`src/rtl/host_cmd_pkg.sv`:
```
// -----------------------------------------------------------------------------
// host_cmd_pkg
// Shared definitions for the host command master:
//   - frame header opcodes for each command kind
//   - CMD_TYPE encodings
//   - FSM state encoding
//   - per-command frame length and response length helpers
//   - frame builder used when a request is accepted
// -----------------------------------------------------------------------------
package host_cmd_pkg;

    localparam logic [7:0] OP_WR      = 8'hAA;
    localparam logic [7:0] OP_RD      = 8'hBB;
    localparam logic [7:0] OP_ALU_OP  = 8'hCC;
    localparam logic [7:0] OP_ALU_NOP = 8'hDD;

    typedef enum logic [1:0] {
        CMD_WR      = 2'b00,
        CMD_RD      = 2'b01,
        CMD_ALU_OP  = 2'b10,
        CMD_ALU_NOP = 2'b11
    } cmd_type_e;

    localparam logic [1:0] ST_IDLE = 2'd0;
    localparam logic [1:0] ST_SEND = 2'd1;
    localparam logic [1:0] ST_WAIT = 2'd2;
    localparam logic [1:0] ST_DONE = 2'd3;

    // Byte 0 is the header and goes out first.
    typedef logic [3:0][7:0] frame_t;

    function automatic logic [2:0] frame_len(input logic [1:0] t);
        logic [2:0] n;
        case (t)
            CMD_WR:     n = 3'd3;
            CMD_RD:     n = 3'd2;
            CMD_ALU_OP: n = 3'd4;
            default:    n = 3'd2;
        endcase
        return n;
    endfunction

    function automatic logic [1:0] rsp_len(input logic [1:0] t);
        logic [1:0] n;
        case (t)
            CMD_WR:  n = 2'd0;
            CMD_RD:  n = 2'd1;
            default: n = 2'd2;
        endcase
        return n;
    endfunction

    function automatic frame_t build_frame(input logic [1:0] t,
                                           input logic [3:0] addr,
                                           input logic [7:0] wdata,
                                           input logic [7:0] opa,
                                           input logic [7:0] opb,
                                           input logic [3:0] fun);
        frame_t f;
        f = '0;
        case (t)
            CMD_WR: begin
                f[0] = OP_WR;
                f[1] = {4'h0, addr};
                f[2] = wdata;
            end
            CMD_RD: begin
                f[0] = OP_RD;
                f[1] = {4'h0, addr};
            end
            CMD_ALU_OP: begin
                f[0] = OP_ALU_OP;
                f[1] = opa;
                f[2] = opb;
                f[3] = {4'h0, fun};
            end
            default: begin
                f[0] = OP_ALU_NOP;
                f[1] = {4'h0, fun};
            end
        endcase
        return f;
    endfunction

endpackage

```
`src/rtl/host_cmd_master_if.sv`:
```
// -----------------------------------------------------------------------------
// host_cmd_master_if
// Bundles the command, UART TX/RX byte and response signals of the host
// command master.
//   master modport : view of the host_cmd_master itself
//   slave  modport : view of the agent driving commands / UART side
// Signals:
//   CMD_REQ/TYPE/ADDR/WDATA/OPA/OPB/FUN : command request and fields
//   CMD_BUSY                            : transaction in progress
//   TX_P_DATA/TX_D_VLD/TX_RDY           : frame byte stream with handshake
//   RX_P_DATA/RX_D_VLD                  : received response bytes
//   RSP_DATA/RSP_VLD/RSP_TIMEOUT        : completion result and pulses
// -----------------------------------------------------------------------------
interface host_cmd_master_if;
    import host_cmd_pkg::*;

    logic        CMD_REQ;
    logic [1:0]  CMD_TYPE;
    logic [3:0]  CMD_ADDR;
    logic [7:0]  CMD_WDATA;
    logic [7:0]  CMD_OPA;
    logic [7:0]  CMD_OPB;
    logic [3:0]  CMD_FUN;
    logic        CMD_BUSY;

    logic [7:0]  TX_P_DATA;
    logic        TX_D_VLD;
    logic        TX_RDY;

    logic [7:0]  RX_P_DATA;
    logic        RX_D_VLD;

    logic [15:0] RSP_DATA;
    logic        RSP_VLD;
    logic        RSP_TIMEOUT;

    modport master (
        input  CMD_REQ, CMD_TYPE, CMD_ADDR, CMD_WDATA, CMD_OPA, CMD_OPB, CMD_FUN,
        output CMD_BUSY,
        output TX_P_DATA, TX_D_VLD,
        input  TX_RDY,
        input  RX_P_DATA, RX_D_VLD,
        output RSP_DATA, RSP_VLD, RSP_TIMEOUT
    );

    modport slave (
        output CMD_REQ, CMD_TYPE, CMD_ADDR, CMD_WDATA, CMD_OPA, CMD_OPB, CMD_FUN,
        input  CMD_BUSY,
        input  TX_P_DATA, TX_D_VLD,
        output TX_RDY,
        output RX_P_DATA, RX_D_VLD,
        input  RSP_DATA, RSP_VLD, RSP_TIMEOUT
    );

endinterface

```
`src/rtl/rsp_timer.sv`:
```
// -----------------------------------------------------------------------------
// rsp_timer
// Response-wait counter. Counts enabled cycles since the last clear and flags
// the cycle on which TIMEOUT_CYC-1 is reached.
// Ports:
//   CLK, RST  : clock, asynchronous active-high reset
//   i_clear   : force the count to zero (takes priority over enable)
//   i_enable  : count this cycle
//   o_expire  : enable high and count at TIMEOUT_CYC-1
// -----------------------------------------------------------------------------
module rsp_timer #(
    parameter int TIMEOUT_CYC = 1024
) (
    input  logic CLK,
    input  logic RST,
    input  logic i_clear,
    input  logic i_enable,
    output logic o_expire
);
    import host_cmd_pkg::*;

    localparam int CW = (TIMEOUT_CYC > 2) ? $clog2(TIMEOUT_CYC) : 1;
    localparam logic [CW-1:0] LAST = CW'(TIMEOUT_CYC - 1);

    logic [CW-1:0] r_cnt;
    logic          w_hit;

    assign w_hit    = (r_cnt == LAST);
    assign o_expire = i_enable & w_hit;

    // Hold at LAST so the count never wraps if the owner stays enabled.
    always_ff @(posedge CLK or posedge RST) begin
        if (RST) begin
            r_cnt <= '0;
        end else if (i_clear) begin
            r_cnt <= '0;
        end else if (i_enable && !w_hit) begin
            r_cnt <= r_cnt + 1'b1;
        end
    end

endmodule

```
`src/rtl/host_cmd_master.sv`:
```
// -----------------------------------------------------------------------------
// host_cmd_master
// Turns a host command into a UART byte frame, then collects the response
// bytes and reports the result (or a timeout).
// Ports:
//   CLK     : single clock, rising edge
//   RST     : asynchronous active-high reset
//   if_cmd  : host_cmd_master_if.master (command, TX, RX and response signals)
// Parameter:
//   TIMEOUT_CYC : response-wait limit in CLK cycles
// -----------------------------------------------------------------------------
module host_cmd_master
    import host_cmd_pkg::*;
#(
    parameter int TIMEOUT_CYC = 1024
) (
    input  logic              CLK,
    input  logic              RST,
    host_cmd_master_if.master if_cmd
);

    logic [1:0]  r_state;
    frame_t      r_frame;
    logic [2:0]  r_len;
    logic [1:0]  r_idx;
    logic [1:0]  r_type;
    logic        r_rx_cnt;
    logic [7:0]  r_lsb;
    logic [7:0]  r_tx_data;
    logic        r_tx_vld;
    logic        r_busy;
    logic [15:0] r_rsp_data;
    logic        r_rsp_vld;
    logic        r_rsp_to;

    frame_t      w_new_frame;
    logic        w_tx_acc;
    logic        w_last;
    logic        w_in_wait;
    logic        w_expire;

    assign w_new_frame = build_frame(if_cmd.CMD_TYPE, if_cmd.CMD_ADDR, if_cmd.CMD_WDATA,
                                     if_cmd.CMD_OPA, if_cmd.CMD_OPB, if_cmd.CMD_FUN);
    assign w_tx_acc    = r_tx_vld & if_cmd.TX_RDY;
    assign w_last      = w_tx_acc & ({1'b0, r_idx} == (r_len - 3'd1));
    assign w_in_wait   = (r_state == ST_WAIT);

    // Outside WAIT the counter is held at zero, so it always starts fresh on
    // entry; every received byte restarts it.
    rsp_timer #(
        .TIMEOUT_CYC (TIMEOUT_CYC)
    ) u_rsp_timer (
        .CLK      (CLK),
        .RST      (RST),
        .i_clear  (~w_in_wait | if_cmd.RX_D_VLD),
        .i_enable (w_in_wait),
        .o_expire (w_expire)
    );

    always_ff @(posedge CLK or posedge RST) begin
        if (RST) begin
            r_state    <= ST_IDLE;
            r_frame    <= '0;
            r_len      <= 3'd0;
            r_idx      <= 2'd0;
            r_type     <= 2'd0;
            r_rx_cnt   <= 1'b0;
            r_lsb      <= 8'h00;
            r_tx_data  <= 8'h00;
            r_tx_vld   <= 1'b0;
            r_busy     <= 1'b0;
            r_rsp_data <= 16'h0000;
            r_rsp_vld  <= 1'b0;
            r_rsp_to   <= 1'b0;
        end else begin
            r_rsp_vld <= 1'b0;
            r_rsp_to  <= 1'b0;
            case (r_state)
                ST_IDLE: begin
                    if (if_cmd.CMD_REQ) begin
                        r_frame   <= w_new_frame;
                        r_len     <= frame_len(if_cmd.CMD_TYPE);
                        r_type    <= if_cmd.CMD_TYPE;
                        r_idx     <= 2'd0;
                        r_tx_data <= w_new_frame[0];
                        r_tx_vld  <= 1'b1;
                        r_busy    <= 1'b1;
                        r_state   <= ST_SEND;
                    end
                end
                ST_SEND: begin
                    // Next byte is loaded on the accepting edge, so TX_D_VLD
                    // stays high across the whole frame.
                    if (w_last) begin
                        r_tx_vld  <= 1'b0;
                        r_tx_data <= 8'h00;
                        r_rx_cnt  <= 1'b0;
                        if (r_type == CMD_WR) begin
                            r_rsp_data <= 16'h0000;
                            r_rsp_vld  <= 1'b1;
                            r_state    <= ST_DONE;
                        end else begin
                            r_state <= ST_WAIT;
                        end
                    end else if (w_tx_acc) begin
                        r_idx     <= r_idx + 2'd1;
                        r_tx_data <= r_frame[r_idx + 2'd1];
                    end
                end
                ST_WAIT: begin
                    // A byte on the expiry cycle wins over the timeout.
                    if (if_cmd.RX_D_VLD) begin
                        if (rsp_len(r_type) == 2'd1) begin
                            r_rsp_data <= {8'h00, if_cmd.RX_P_DATA};
                            r_rsp_vld  <= 1'b1;
                            r_state    <= ST_DONE;
                        end else if (!r_rx_cnt) begin
                            r_lsb    <= if_cmd.RX_P_DATA;
                            r_rx_cnt <= 1'b1;
                        end else begin
                            r_rsp_data <= {if_cmd.RX_P_DATA, r_lsb};
                            r_rsp_vld  <= 1'b1;
                            r_state    <= ST_DONE;
                        end
                    end else if (w_expire) begin
                        r_rsp_to <= 1'b1;
                        r_busy   <= 1'b0;
                        r_rx_cnt <= 1'b0;
                        r_state  <= ST_IDLE;
                    end
                end
                default: begin
                    r_busy  <= 1'b0;
                    r_state <= ST_IDLE;
                end
            endcase
        end
    end

    assign if_cmd.CMD_BUSY    = r_busy;
    assign if_cmd.TX_P_DATA   = r_tx_data;
    assign if_cmd.TX_D_VLD    = r_tx_vld;
    assign if_cmd.RSP_DATA    = r_rsp_data;
    assign if_cmd.RSP_VLD     = r_rsp_vld;
    assign if_cmd.RSP_TIMEOUT = r_rsp_to;

endmodule

```
`src/flat_wrapper.sv`:
```
// flat-port wrapper written by rule: the top's interface ports become plain ports
module host_cmd_master_flat import host_cmd_pkg::*;
#(
    parameter int TIMEOUT_CYC = 1024
)
  (CLK, RST, if_cmd_CMD_REQ, if_cmd_CMD_TYPE, if_cmd_CMD_ADDR, if_cmd_CMD_WDATA, if_cmd_CMD_OPA, if_cmd_CMD_OPB, if_cmd_CMD_FUN, if_cmd_CMD_BUSY, if_cmd_TX_P_DATA, if_cmd_TX_D_VLD, if_cmd_TX_RDY, if_cmd_RX_P_DATA, if_cmd_RX_D_VLD, if_cmd_RSP_DATA, if_cmd_RSP_VLD, if_cmd_RSP_TIMEOUT);
  host_cmd_master_if if_cmd_i ();
  input  logic CLK;
  input  logic RST;
  input wire logic [$bits(if_cmd_i.CMD_REQ)-1:0] if_cmd_CMD_REQ;
  input wire logic [$bits(if_cmd_i.CMD_TYPE)-1:0] if_cmd_CMD_TYPE;
  input wire logic [$bits(if_cmd_i.CMD_ADDR)-1:0] if_cmd_CMD_ADDR;
  input wire logic [$bits(if_cmd_i.CMD_WDATA)-1:0] if_cmd_CMD_WDATA;
  input wire logic [$bits(if_cmd_i.CMD_OPA)-1:0] if_cmd_CMD_OPA;
  input wire logic [$bits(if_cmd_i.CMD_OPB)-1:0] if_cmd_CMD_OPB;
  input wire logic [$bits(if_cmd_i.CMD_FUN)-1:0] if_cmd_CMD_FUN;
  output wire logic [$bits(if_cmd_i.CMD_BUSY)-1:0] if_cmd_CMD_BUSY;
  output wire logic [$bits(if_cmd_i.TX_P_DATA)-1:0] if_cmd_TX_P_DATA;
  output wire logic [$bits(if_cmd_i.TX_D_VLD)-1:0] if_cmd_TX_D_VLD;
  input wire logic [$bits(if_cmd_i.TX_RDY)-1:0] if_cmd_TX_RDY;
  input wire logic [$bits(if_cmd_i.RX_P_DATA)-1:0] if_cmd_RX_P_DATA;
  input wire logic [$bits(if_cmd_i.RX_D_VLD)-1:0] if_cmd_RX_D_VLD;
  output wire logic [$bits(if_cmd_i.RSP_DATA)-1:0] if_cmd_RSP_DATA;
  output wire logic [$bits(if_cmd_i.RSP_VLD)-1:0] if_cmd_RSP_VLD;
  output wire logic [$bits(if_cmd_i.RSP_TIMEOUT)-1:0] if_cmd_RSP_TIMEOUT;
  assign if_cmd_i.CMD_REQ = if_cmd_CMD_REQ;
  assign if_cmd_i.CMD_TYPE = if_cmd_CMD_TYPE;
  assign if_cmd_i.CMD_ADDR = if_cmd_CMD_ADDR;
  assign if_cmd_i.CMD_WDATA = if_cmd_CMD_WDATA;
  assign if_cmd_i.CMD_OPA = if_cmd_CMD_OPA;
  assign if_cmd_i.CMD_OPB = if_cmd_CMD_OPB;
  assign if_cmd_i.CMD_FUN = if_cmd_CMD_FUN;
  assign if_cmd_CMD_BUSY = if_cmd_i.CMD_BUSY;
  assign if_cmd_TX_P_DATA = if_cmd_i.TX_P_DATA;
  assign if_cmd_TX_D_VLD = if_cmd_i.TX_D_VLD;
  assign if_cmd_i.TX_RDY = if_cmd_TX_RDY;
  assign if_cmd_i.RX_P_DATA = if_cmd_RX_P_DATA;
  assign if_cmd_i.RX_D_VLD = if_cmd_RX_D_VLD;
  assign if_cmd_RSP_DATA = if_cmd_i.RSP_DATA;
  assign if_cmd_RSP_VLD = if_cmd_i.RSP_VLD;
  assign if_cmd_RSP_TIMEOUT = if_cmd_i.RSP_TIMEOUT;
  host_cmd_master #(.TIMEOUT_CYC(TIMEOUT_CYC)) u_core (.CLK(CLK), .RST(RST), .if_cmd(if_cmd_i));
endmodule
```
`config.mk`:
```
export PLATFORM = sky130hd
export DESIGN_NAME = host_cmd_master_flat
export DESIGN_NICKNAME = d
export VERILOG_FILES = /design/src/rtl/host_cmd_pkg.sv /design/src/rtl/host_cmd_master_if.sv /design/src/rtl/rsp_timer.sv /design/src/rtl/host_cmd_master.sv /design/src/flat_wrapper.sv
export SDC_FILE = /design/constraint.sdc
export NUM_CORES = 1
export LEC_CHECK = 0
export CAP_MARGIN = 20
export CELL_PAD_IN_SITES_DETAIL_PLACEMENT = 0
export CELL_PAD_IN_SITES_GLOBAL_PLACEMENT = 1
export CORE_UTILIZATION = 42
export CTS_BUF_LIST = sky130_fd_sc_hd__clkbuf_8
export CTS_CLUSTER_DIAMETER = 60
export DETAILED_ROUTE_END_ITERATION = 10
export PLACE_DENSITY = 0.9
export SLEW_MARGIN = 15
export SYNTH_ARGS = -nofsm -noshare
export SYNTH_HDL_FRONTEND = slang
export SYNTH_HIERARCHICAL = 1
export SYNTH_SLANG_ARGS = --single-unit
```
`constraint.sdc`:
```
create_clock -name CLK -period 2.4 [get_ports CLK]
set_input_delay 0.24 -clock CLK [delete_from_list [all_inputs] [get_ports CLK]]
set_output_delay 0.24 -clock CLK [all_outputs]
set_load 0.05 [all_outputs]
```
**After elaboration in Yosys (flattened, before gate mapping)**

Cells that the tools add are included.

- Flip-flop bits (word level): 88
- Output and inout bits: 28
- Word-level logic and storage cells: 118

- $add $sub $neg: 3
- Order comparisons: 1
- Eq/ne operators: 21
- Muxes and demuxes: 51
- Bitwise operators: 8
- Reductions and logical operators: 17

Operators with widths:

| operator | number |
|---|---|
| $mux 16 | 5 |
| $pmux 16 s3 | 1 |
| $mux 8 | 4 |
| $pmux 16 s2 | 1 |
| $pmux 8 s2 | 2 |
| $mux 2 | 11 |
| $mux 10 | 2 |
| $reduce_and 4->1 | 5 |
| $bmux 8 s2 | 1 |
| $mux 1 | 15 |
| $add 10x1->10 const B | 1 |
| $eq 10x10->1 const B | 1 |
| $eq 2x1->1 const B | 4 |
| $ne 2x1->1 const B | 4 |
| $ne 2x2->1 const B | 4 |
| $pmux 2 s2 | 2 |
| $logic_not 2->1 | 3 |
| $ne 3x1->1 const B | 2 |
| $pmux 1 s2 | 3 |
| $pmux 2 s3 | 1 |
| $pmux 3 s2 | 1 |
| $reduce_and 3->1 | 2 |
| $reduce_bool 2->1 | 3 |
| $reduce_and 5->1 | 1 |
| other kinds (16) | 22 |

**Depth between registers and ports, before layout**

- Depth after elaboration: 8
- Depth in mapped cells: 8

**Modules after synthesis**

Netlist, hierarchy kept.

By module, submodules not included:

| module | instances | cells each | area each (um^2) | seq. area each (um^2) |
|---|---|---|---|---|
| host_cmd_master | 1 | 305 | 3,435.8 | 1,751.7 |
| rsp_timer | 1 | 59 | 564.3 | 250.2 |

**Worst setup path before layout**

Ideal clock, no wire load.

- Path type: register to register
- From: register u_core.r_tx_vld (netlist: u_core/if_cmd.TX_D_VLD)
- To: register u_core.r_state[0]
- Arrival time: 1.995 ns
- Slack: 0.278 ns
- Cell stages (with the launch flop): 5
- Buffers on the path: 0
- Clock period less this slack: 2.122 ns
- Path through: dfrtp_1 > nand2_1 > o41ai_4 > nor3b_4 > mux2_1

- Longest elaborated chain between the ends: 4

RTL lines:

| element | RTL line | RTL |
|---|---|---|
| start: declaration | host_cmd_master.sv:30 | `logic r_tx_vld;` |
| start signal: assignment | host_cmd_master.sv:70 | `r_tx_vld <= 1'b0;` |
| start signal: assignment | host_cmd_master.sv:86 | `r_tx_vld <= 1'b1;` |
| start signal: assignment | host_cmd_master.sv:95 | `r_tx_vld <= 1'b0;` |
| $and 1x1->1 | host_cmd_master.sv:44 | `assign w_tx_acc = r_tx_vld & if_cmd.TX_RDY;` |
| $and 1x1->1 | host_cmd_master.sv:45 | `assign w_last = w_tx_acc & ({1'b0, r_idx} == (r_len - 3'd1));` |
| $ne 2x1->1 (no line) | n/a |  |
| $reduce_and 4->1 (no line) | n/a |  |
| end signal: assignment | host_cmd_master.sv:62 | `r_state <= ST_IDLE;` |
| end signal: assignment | host_cmd_master.sv:88 | `r_state <= ST_SEND;` |
| end signal: assignment | host_cmd_master.sv:101 | `r_state <= ST_DONE;` |
| end: declaration | host_cmd_master.sv:22 | `logic [1:0] r_state;` |

No other way between the ends.
A chain may end at the register's enable or synchronous reset.

**Worst setup path after layout**

- From: register u_core.r_len[0]
- To: register u_core.r_rsp_data[11] (netlist: u_core/if_cmd.RSP_DATA[11])

- Longest elaborated chain between the ends: 5

RTL lines:

| element | RTL line | RTL |
|---|---|---|
| start: declaration | host_cmd_master.sv:24 | `logic [2:0] r_len;` |
| start signal: assignment | host_cmd_master.sv:82 | `r_len <= frame_len(if_cmd.CMD_TYPE);` |
| $sub 3x1->3 | host_cmd_master.sv:45 |  |
| $eq 2x3->1 | host_cmd_master.sv:45 |  |
| $and 1x1->1 | host_cmd_master.sv:45 |  |
| $ne 2x1->1 (no line) | n/a |  |
| $reduce_and 5->1 (no line) | n/a |  |
| end signal: assignment | host_cmd_master.sv:114 | `r_rsp_data <= {8'h00, if_cmd.RX_P_DATA};` |
| end signal: assignment | host_cmd_master.sv:121 | `r_rsp_data <= {if_cmd.RX_P_DATA, r_lsb};` |
| end: declaration | host_cmd_master.sv:32 | `logic [15:0] r_rsp_data;` |

No other way between the ends.

==> summary.md <==
| Metric | Value |
|---|---|
| I/O pin count | `75` |
| Clk network pwr share | `between 40% and 50%` |
| Layout area overhead | `28.21%` |
| Startpoint Class | `flip-flop` |
| Reg-to-Reg End | `u_core/if_cmd.RSP_DATA[11]` |
| Worst Tran Pin Value | `around 0.66 ns` |
| Reg2reg setup slack | `between 0.2 and 0.25 ns` |
| First-pass GRT wire length | `roughly 15 mm` |
| Max-cap violations | `0` |
| Die H | `between 90 and 100 um` |
| Clock transition at path regs | `~0.090 ns` |
| Drt wl/cell | `approximately 16 um` |
| Remaining Overflow, GRT | `0` |
| Vias | `3061` |
| Initial DRC Count | `94` |
| Number of setup violations in the final report | `0` |
| DRT antenna net count | `0` |
| Final Max Slew Viols | `0` |
| Relative slew margins | `around 56%` |
| DRC violations left | `0` |
| Antenna diodes | `0` |
| First-pass DRT Iterations | `4` |
| Largest net degree at the start of global routing | `42` |
| Flops & latches, synth | `80` |
| Via count of the first global-routing pass | `approximately 3100` |
| Hold Violations, Final | `0` |
| HPWL Detailed | `roughly 6.6 mm` |
| Setup crit end | `u_core/if_cmd.RSP_DATA[11]` |
| Max Freq | `460.1 MHz` |
| CTS tree | `yes` |
| Unique masters post-synth | `60` |
| Worst r2r src | `u_core/r_len[0]` |
| DP Cell Count | `~560` |
| Post_cts resized | `0` |
| Hold-fix buffers, CTS | `0` |
| Crit end category | `flip-flop` |
| Worst R2R Path Depth | `6` |
| Avg Cell Area, Syn | `roughly 11 um^2` |
| Post-Syn Instances | `between 300 and 400` |
| Core ar. | `a little over 0.009 mm^2` |
| Clock network latency to the later pin of the worst-skew pair | `between 0.3 and 0.4 ns` |
| DR vias/cell | `about 5.3` |
| H-tree levels | `3` |
| Layout cells sized above 1 | `11.49%` |
| YS warnings | `6` |
| Most common cell after layout, fill and taps aside | `dfrtp_1` |
| Logic pwr share | `5.8%` |
| Total track usage | `19.58%` |
| RSZ-0062 raised after global routing | `no` |
| Mapped Nets | `around 420` |
| Status | `complete, no violations` |
| Worst min path class | `input pin to async pin` |
| Post-Route WL | `about 9 mm` |
| Number of synthesized flops with an enable pin | `0` |
| VDD IR-drop max | `~300 uV` |
| Commonest cells after routing, fill and taps aside | `80 x dfrtp_1, 74 x clkdlybuf4s50_1, 36 x nand2_1, 25 x mux2i_1, 21 x o21ai_0` |
| Int Pwr | `roughly 2 mW` |
| Critical path arrival | `between 2 and 2.5 ns` |
| Nets | `between 400 and 500` |
| Post-Syn Area | `0.004000 mm^2` |
| FP Rows | `35` |
| TNS Setup | `0 ns` |
| Sequential area share after synthesis | `roughly 50%` |
| Switching power | `552.1 uW` |
| Post-CTS Setup Inserts | `0` |
| Pleak | `about 2.2 nW` |
| Asr flop ratio synth | `between 90% and 100%` |
| PD cells | `505.5 mW/mm^2` |
| Number of CTS-inserted buffers | `9` |
| Final period util | `between 90 and 100%` |
| Switching share of power | `about a fifth` |
| Clock buffer depth | `2` |
| Period minus WS final | `2.174 ns` |
| Sequential power share | `between 50% and 60%` |
| Worst Path Max Fanout | `8` |
| Initial antenna violation count | `0` |
| Starting Density | `roughly 43%` |
| WP data required | `roughly 2.7 ns` |
| WS Path Type | `flip-flop to flip-flop` |
| Count of buffers from port buffering | `between 70 and 80` |
| Ys flop type | `dfrtp_1` |
| Layout Cells excl Fill | `between 500 and 600` |
| Die Area | `just under 0.01 mm^2` |
| Clock skew | `~0.012 ns` |
| Sink Count | `80` |
| Root Buffer | `clkbuf_8` |
| Die span in x | `approximately 100 um` |
| Setup crit start | `u_core/r_len[0]` |
| GPL Wtd Cong | `0.8483` |
-- metal layers --
| metal | GRT usage (%) | up-vias | routed length [um] |
|---|---|---|---|
| met5 | 0 | - | 0 |
| met4 | 8.258 | 0 | 147 |
| met3 | 3.584 | 10 | 333 |
| met2 | 32.59 | 84 | 4345 |
| met1 | 25.14 | 1490 | 4172 |
| li1 | - | 1477 | - |
-- power groups by stage --
| stage | Sequential (mW) | Combinational [mW] | Clock, mW |
|---|---|---|---|
| finish | 1.35 | 0.150 | 1.09 |
| global route | 1.35 | 0.165 | 1.18 |
| CTS | 1.35 | 0.153 | 1.11 |
| detailed placement | 1.37 | 0.153 | 0 |
| global placement | 1.37 | 0.150 | 0 |
| floorplan | 1.38 | 0.0464 | 0 |
-- cells by family after synthesis --
family          Yosys count  share of synthesized area, %
buf+inv                  35                         3.972
fa+ha+maj                 6                         1.877
xor+xnor                  6                         1.689
flops                    80                         50.05
simple gates            101                         13.39
compound gates           95                         17.14
mux                      41                         11.89
-- critical path, cell delays in order (launching register included) --
cell and delay [ns]:
dfrtp_1 0.43, inv_1 0.06, ha_1 0.34, xnor2_1 0.23
o41ai_4 0.40, and4_1 0.47, a22o_1 0.19
-- cells in the mapped netlist (all sizes together), types with 4 or more instances --
library cell	n	area, um^2
ha	6	75.07
inv	11	41.29
o21ai	26	130.1
xnor2	5	51.30
mux2i	25	250.2
nor2	15	56.30
o2bb2ai	9	78.83
mux2	12	135.1
nand2b	5	31.28
nand2	37	141.4
buf	12	72.56
clkbuf	12	45.04
dfrtp	80	2002
and3	4	27.52
a21oi	16	80.08
mux4	4	90.09
nor3	7	46.30
nand3	12	60.06
a22o	16	140.1
a22oi	4	30.03
a31oi	6	37.54
-- final cells by class --
cell class                      count  area, um^2
Clock buffer                       10       137.6
Clock inverter                      5       81.33
Fill cell                         822        4111
Inverter                           11       41.29
Multi-Input combinational cell    249        1839
Sequential cell                    80        2002
Tap cell                          129       161.4
Timing Repair Buffer               89       865.8
-- stage by stage --
step                cell area, um^2  worst slack [ns]  total power [mW]  hold slack (ns)  utilization, %
finish                         5129            0.2264             2.593           0.2198           55.50
global route                   5129           0.07955             2.690           0.2350           55.50
CTS                            5129            0.2280             2.615           0.2146           55.50
floorplan                      4000            0.2777             1.424          0.08018               -
detailed placement             4910            0.2494             1.527           0.4712           53.13
global placement               4910            0.2508             1.525           0.4580           53.13
-- flip-flops by register name, indices dropped and copies added (netlist names) --
name	count
u_core/r_frame	24
u_core/if_cmd.RSP_DATA	16
u_core/u_rsp_timer/r_cnt	10
u_core/if_cmd.TX_P_DATA	8
u_core/r_lsb	8
u_core/r_len	3
u_core/r_idx	2
u_core/r_state	2
u_core/r_type	2
u_core/if_cmd.CMD_BUSY	1
u_core/if_cmd.RSP_TIMEOUT	1
u_core/if_cmd.RSP_VLD	1
u_core/if_cmd.TX_D_VLD	1
u_core/r_rx_cnt	1
-- worst min-delay path by stage --
stage                       start                           to  cells past startpoint
5_1_grt                       RST  u_core/u_rsp_timer/r_cnt[6]                      2
3_5_place_dp   u_core/r_frame[22]           u_core/r_frame[22]                      2
4_1_cts                       RST  u_core/u_rsp_timer/r_cnt[4]                      2
3_3_place_gp    u_core/r_frame[8]            u_core/r_frame[8]                      2
2_1_floorplan                 RST  u_core/u_rsp_timer/r_cnt[0]                      1
6_report                      RST  u_core/u_rsp_timer/r_cnt[4]                      2
Power figures use the tool's default switching activity.
